### config.mk
export PLATFORM = sky130hd
export DESIGN_NAME = param_datapath
export DESIGN_NICKNAME = d
export VERILOG_FILES = /design/src/rtl/param_datapath.sv
export SDC_FILE = /design/constraint.sdc
export NUM_CORES = 2
export LEC_CHECK = 0
export ABC_AREA = 0
export CELL_PAD_IN_SITES_DETAIL_PLACEMENT = 1
export CELL_PAD_IN_SITES_GLOBAL_PLACEMENT = 1
export CORE_MARGIN = 3
export CORE_UTILIZATION = 43
export CTS_CLUSTER_DIAMETER = 80
export DETAILED_ROUTE_END_ITERATION = 6
export PLACE_DENSITY_LB_ADDON = 0.1
export SYNTH_ARGS = -nofsm -noshare
export SYNTH_HDL_FRONTEND = slang
export SYNTH_SLANG_ARGS = --single-unit
### constraint.sdc
create_clock -name clk -period 6.9 [get_ports clk]
set_input_delay 1.725 -clock clk [delete_from_list [all_inputs] [get_ports clk]]
set_output_delay 1.725 -clock clk [all_outputs]
set_load 0.005 [all_outputs]
### src/rtl/param_datapath.sv
// param_datapath: parametrised single-bus datapath with iterative signed mul/div unit
module param_datapath #(
  parameter int DATA_W = 32,
  parameter int NREGS = 16,
  localparam int RW = $clog2(NREGS),
  localparam int SW = $clog2(DATA_W)
) (
  input  logic              clk,
  input  logic              reset,
  input  logic [DATA_W-1:0] inport_data,
  input  logic [DATA_W-1:0] mem_rdata,
  input  logic [DATA_W-1:0] immediate,
  input  logic [3:0]        bus_src,
  input  logic [RW-1:0]     rsel_out,
  input  logic [RW-1:0]     rsel_in,
  input  logic              ba_out,
  input  logic              rin,
  input  logic              hi_in,
  input  logic              lo_in,
  input  logic              y_in,
  input  logic              z_in,
  input  logic              pc_in,
  input  logic              ir_in,
  input  logic              mar_in,
  input  logic              mdr_in,
  input  logic              inport_in,
  input  logic              outport_in,
  input  logic [1:0]        mdr_src,
  input  logic [3:0]        alu_op,
  input  logic              alu_start,
  output logic [DATA_W-1:0] bus,
  output logic [DATA_W-1:0] pc_q,
  output logic [DATA_W-1:0] ir_q,
  output logic [DATA_W-1:0] mar_q,
  output logic [DATA_W-1:0] mdr_q,
  output logic [DATA_W-1:0] outport_q,
  output logic              busy,
  output logic              done,
  output logic              div0
);
  localparam int CW = $clog2(DATA_W + 1);
  typedef enum logic [1:0] {IDLE, RUN, FIN} state_t;
  state_t state_q, state_d;
  logic [DATA_W-1:0] r_q [NREGS];
  logic [DATA_W-1:0] hi_q, lo_q, y_q, inport_q;
  logic [2*DATA_W-1:0] z_q, z_d;
  logic [DATA_W:0] acc_q, acc_d, m_q, m_d, sum, sh, trial;
  logic [DATA_W-1:0] qr_q, qr_d, alu_res, mdr_d, abs_a, abs_b, qv;
  logic [CW-1:0] cnt_q, cnt_d;
  logic [SW-1:0] s;
  logic q1_q, q1_d, mul_q, mul_d, sa_q, sa_d, sq_q, sq_d, dz_q, dz_d, done_d, div0_d, start;
  always_comb begin
    case (bus_src)
      4'd0: bus = (ba_out && rsel_out == '0) ? '0 : r_q[rsel_out];
      4'd1: bus = hi_q;
      4'd2: bus = lo_q;
      4'd3: bus = z_q[2*DATA_W-1:DATA_W];
      4'd4: bus = z_q[DATA_W-1:0];
      4'd5: bus = pc_q;
      4'd6: bus = mdr_q;
      4'd7: bus = inport_q;
      4'd8: bus = immediate;
      default: bus = '0;
    endcase
  end
  assign s = bus[SW-1:0];
  always_comb begin
    case (alu_op)
      4'd0: alu_res = y_q + bus;
      4'd1: alu_res = y_q - bus;
      4'd2: alu_res = y_q & bus;
      4'd3: alu_res = y_q | bus;
      4'd4: alu_res = y_q >> s;
      4'd5: alu_res = $signed(y_q) >>> s;
      4'd6: alu_res = y_q << s;
      4'd7: alu_res = (y_q >> s) | (y_q << (DATA_W - s));
      4'd8: alu_res = (y_q << s) | (y_q >> (DATA_W - s));
      4'd9: alu_res = -bus;
      4'd10: alu_res = ~bus;
      4'd11: alu_res = bus + DATA_W'(1);
      default: alu_res = '0;
    endcase
  end
  assign mdr_d = mdr_src == 2'd0 ? bus : mdr_src == 2'd1 ? mem_rdata : mdr_src == 2'd2 ? immediate : '0;
  assign abs_a = y_q[DATA_W-1] ? -y_q : y_q;
  assign abs_b = bus[DATA_W-1] ? -bus : bus;
  assign start = state_q == IDLE && alu_start && (alu_op == 4'd12 || alu_op == 4'd13);
  assign sum = (qr_q[0] && !q1_q) ? acc_q - m_q : (!qr_q[0] && q1_q) ? acc_q + m_q : acc_q;
  assign sh = {acc_q[DATA_W-1:0], qr_q[DATA_W-1]};
  assign trial = sh - m_q;
  assign qv = sq_q ? -qr_q : qr_q;
  assign busy = state_q != IDLE;
  always_comb begin
    state_d = state_q;
    cnt_d = cnt_q;
    acc_d = acc_q;
    qr_d = qr_q;
    q1_d = q1_q;
    m_d = m_q;
    mul_d = mul_q;
    sa_d = sa_q;
    sq_d = sq_q;
    dz_d = dz_q;
    done_d = 1'b0;
    div0_d = div0;
    z_d = z_q;
    if (state_q == IDLE && z_in) z_d = {{DATA_W{1'b0}}, alu_res};
    if (start) begin
      state_d = RUN;
      cnt_d = CW'(DATA_W);
      mul_d = alu_op == 4'd12;
      acc_d = '0;
      q1_d = 1'b0;
      qr_d = mul_d ? bus : abs_a;
      m_d = mul_d ? {y_q[DATA_W-1], y_q} : {1'b0, abs_b};
      sa_d = y_q[DATA_W-1];
      sq_d = y_q[DATA_W-1] ^ bus[DATA_W-1];
      dz_d = bus == '0;
      if (!mul_d && !dz_d) div0_d = 1'b0;
    end else if (state_q == RUN) begin
      cnt_d = cnt_q - CW'(1);
      state_d = cnt_q == CW'(1) ? FIN : RUN;
      if (mul_q) {acc_d, qr_d, q1_d} = {sum[DATA_W], sum, qr_q};
      else begin
        acc_d = trial[DATA_W] ? sh : trial;
        qr_d = {qr_q[DATA_W-2:0], ~trial[DATA_W]};
      end
    end else if (state_q == FIN) begin
      state_d = IDLE;
      done_d = 1'b1;
      z_d = mul_q ? {acc_q[DATA_W-1:0], qr_q} : {sa_q ? -acc_q[DATA_W-1:0] : acc_q[DATA_W-1:0], dz_q ? {DATA_W{1'b1}} : qv};
      if (!mul_q && dz_q) div0_d = 1'b1;
    end
  end
  always_ff @(posedge clk) begin
    if (!reset) begin
      for (int i = 0; i < NREGS; i++) r_q[i] <= '0;
      {hi_q, lo_q, y_q, z_q, pc_q, ir_q, mar_q, mdr_q, inport_q, outport_q} <= '0;
      {acc_q, qr_q, q1_q, m_q, mul_q, sa_q, sq_q, dz_q, cnt_q} <= '0;
      state_q <= IDLE;
      done <= 1'b0;
      div0 <= 1'b0;
    end else begin
      state_q <= state_d;
      cnt_q <= cnt_d;
      acc_q <= acc_d;
      qr_q <= qr_d;
      q1_q <= q1_d;
      m_q <= m_d;
      mul_q <= mul_d;
      sa_q <= sa_d;
      sq_q <= sq_d;
      dz_q <= dz_d;
      done <= done_d;
      div0 <= div0_d;
      z_q <= z_d;
      if (rin) r_q[rsel_in] <= bus;
      if (hi_in) hi_q <= bus;
      if (lo_in) lo_q <= bus;
      if (y_in) y_q <= bus;
      if (pc_in) pc_q <= bus;
      if (ir_in) ir_q <= bus;
      if (mar_in) mar_q <= bus;
      if (mdr_in) mdr_q <= mdr_d;
      if (inport_in) inport_q <= inport_data;
      if (outport_in) outport_q <= bus;
    end
  end
endmodule

==> key figures <==
Worst setup path
  • CP required: between 5 and 6 ns
  • Slowest cell on the critical path: clkdlybuf4s50_1
  • Nature of the critical path endpoint: primary output
  • Critical path cell sequence: clkdlybuf4s50_1 -> buf_12 -> nor3b_1 -> buf_4 -> buf_4 -> a32o_1 -> o21ai_0 -> o2111a_2 -> buf_6 -> inv_1 -> clkdlybuf4s50_1
  • Crit Path Class: input port to primary output
  • R2R setup slack: 1.22 ns
  • Worst-path maximum fanout: 30
  • Reg2Reg Depth: 16
  • Worst path arrival time: roughly 5.2 ns
  • Critical R2R Capture: acc_q[7]
  • Slowest cell delay on critical path: 0.55 ns
  • Worst R2R Start: qr_q[31]
  • Crit start category: input port

Floorplanning
  • Die span in y: approximately 400 um
  • DIE WIDTH: roughly 400 um
  • Ports: ~320
  • Rows: approximately 140
  • Starting Density: 0.434
  • Die ar.: between 150,000 and 200,000 um2
  • Area of the core: 150,000 um2

Clock tree
  • Clock transition at path regs: 0.06 ns
  • Clock Latency Late Sink: ~0.8 ns
  • Root Driver: clkbuf_16
  • Cts bufs inserted: 114
  • CTS max path bufs: 3
  • Clk sinks: a little under 1,000
  • H-tree levels: 3
  • Count of hold buffers inserted by post-cts repair: 0
  • CTS tree: done

Timing
  • Setup slack after layout: -0.0667 ns
  • Setup TNS: -0.128 ns
  • Final period util: 1.01
  • FMAX: about 140 MHz
  • Worst-Margin Slew: ~1.3 ns
  • Worst clock skew: about 0.13 ns
  • RSZ-0062 raised after global routing: false
  • Final Hold Fails: 0
  • Clock period minus worst slack: 6.97 ns
  • Max Slew Vio Count: 0
  • Final setup fails: 4
  • Slew margin rel.: 0.150

Synthesis
  • YS warnings: 0
  • Post-synthesis cell count: approximately 7,200
  • EDFF count, synth: approximately 510
  • Syn avg cell area: around 9 um2
  • Synth Area in XOR/XNOR: 0.0351
  • Synth Cell Area: 65,200 um2
  • Post-synth cell types: 99
  • Net count after synthesis: approximately 7,600
  • Ys async rst share: 0
  • Post-Synth Simple-Gate Area: 0.158
  • Post-synthesis compound-gate area fraction: 0.200
  • Flops & latches, synth: slightly below 1,000
  • Sequential fraction of the synthesis area: 0.379
  • Post-synthesis adder-cell area fraction: 0.0460
  • Largest family of logic cells by synthesized area: compound AO/OA/AOI/OAI gates
  • Mux cell area share after synthesis: 0.128
  • Main synth FF type: edfxtp_1

GRT
  • Antenna violations before repair: 33
  • Total global routing overflow: 0
  • Total Routing Usage GR: 0.452
  • Largest net degree at the start of global routing: about 220
  • Number of global-route vias before repair: approximately 67,000
  • First-pass GRT wire length: about 510 mm

Pwr
  • Pleak: ~31 nW
  • VDD IR-drop max: 231 uV
  • Pwr dens: between 200 and 300 nW/um2

Route
  • Vias/cell: 6.72
  • Post-route DRC: 4
  • Iter 0 DRT Violations: roughly 8,400
  • DRT Pass-1 Iters: 7
  • Routed vias: roughly 68,000
  • Final wirelength: between 300 and 400 mm
  • Detailed-route wire length per cell: about 36 um
  • Antenna-violating nets left: 0

Min path
  • Hold Path End: z_q[62]
  • Hold Path Stages: 2
  • Worst min path class: flip-flop to flip-flop
  • Hold_sp: z_q[62]

Layout
  • Commonest non-fill, non-tap cell in the layout: nor2_1
  • Finished Cell Area: 79,600 um2
  • Area grow syn2layout: 22.1%
  • Layout cell share with drive strength beyond 1: 0.180
  • Final Net Count: about 8,300
  • Most frequent cells in the layout: 1,267 x nor2_1, 895 x buf_4, 512 x edfxtp_1
  • Fill count: 17,000

Placed design
  • Routability Congestion: between 1 and 1.5
  • Placed Instance Area: about 76,000 um2
  • Port Buffers: between 300 and 400
  • HPWL Detailed: between 200 and 300 mm

Flow run
  • Max_cap viols: 0

Outcome
  • Failing checks: DRC, setup timing
  • Status: finished with violations
==> Yosys cell counts, drive strengths merged (157+ instances only) <==
| cell | n | area share |
|---|---|---|
| a211oi | 325 | 0.037 |
| a21oi | 431 | 0.033 |
| buf | 222 | 0.017 |
| clkbuf | 460 | 0.026 |
| dfxtp | 465 | 0.14 |
| edfxtp | 512 | 0.24 |
| ha | 232 | 0.045 |
| inv | 176 | 0.010 |
| mux2i | 415 | 0.064 |
| mux4 | 157 | 0.054 |
| nand2 | 461 | 0.027 |
| nor2 | 1270 | 0.073 |
| o21ai | 303 | 0.023 |
| xnor2 | 196 | 0.027 |
==> cell families (layout without fill, tap and decap cells) <==
group                      count (synthesis)  in the layout
and+or+nand+nor                         2346           2346
buffers and inverters                    868           1651
adders and majority gates                238            238
DFF                                      977            977
muxes                                    630            630
other                                      0             14
xor gates and xnor gates                 257            257
AOI/OAI and AO/OA                       1918           1918
==> worst max-delay path by stage <==
stage | startpoint | endpoint | slack [ns] | cells past startpoint
after floorplan | bus_src[1] | z_q[28] | -0.03 | 24
after global placement | bus_src[3] | z_q[16] | -0.99 | 23
after detailed placement | bus_src[3] | z_q[16] | -1.08 | 23
after CTS | bus_src[3] | bus[10] | 0.02 | 13
after global routing | bus_src[3] | z_q[30] | 0.003 | 26
final | bus_src[3] | bus[17] | -0.07 | 11
==> flip-flops by register name, indices dropped and copies added, names as in the netlist, 33 cells and up <==
signal  cells
r_q       512
z_q        64
acc_q      33
m_q        33
==> power by group <==
| group | leakage (nW) | switching, W | internal [W] |
|---|---|---|---|
| Sequential | 9.12 | 0.000387 | 0.00642 |
| Combinational | 19.9 | 0.00518 | 0.00310 |
| Clock | 1.85 | 0.00272 | 0.00352 |
| Total | 30.9 | 0.00829 | 0.0130 |
==> metrics by stage <==
step	hold slack, ns	total power (W)	util	cells	setup slack, ns
6_report	0.472	0.0213	0.530	10000	-0.0667
5_1_grt	0.492	0.0220	0.529	10000	0.00275
4_1_cts	0.475	0.0210	0.529	10000	0.0242
3_5_place_dp	0.466	0.0148	0.504	9821	-1.08
3_3_place_gp	0.454	0.0146	0.504	9821	-0.990
2_1_floorplan	0.440	0.0113	-	7234	-0.0305
==> layer usage <==
metal / GRT usage / share of wire / vias to the layer above / wire [um]
met3: 0.127 / 0.11 / 1101 / 41300
met2: 0.675 / 0.43 / 4301 / 156000
met5: 0 / 0.00036 / - / 133
li1: - / - / 28000 / -
met1: 0.574 / 0.38 / 34100 / 139000
met4: 0.289 / 0.078 / 22 / 28400
==> area by class of cell <==
class	instances	area (um2)	area share
clock buffer	153	3100	0.0389
sequential	977	24700	0.310
clock inverter	59	731	0.00918
tap	2016	2520	0.0317
inverter	186	709	0.00891
antenna	14	35.0	0.000440
timing repair buffer	1253	10600	0.133
multi-input combinational	5389	37300	0.468
==> critical path, delay by kind of cell <==
| kind | cells | cell delay (ns) |
|---|---|---|
| buf+inv | 7 | 2.26 |
| simple gates | 1 | 0.14 |
| compound gates | 3 | 1.09 |
==> timing repair <==
| action | in CTS | in global routing |
|---|---|---|
| gates resized for setup | 5 | 4 |
| endpoints found under the setup margin | 5 | 4 |
| gates cloned | 0 | 0 |
| buffers inserted | 0 | 1 |
(Power assumes the default switching activity.)
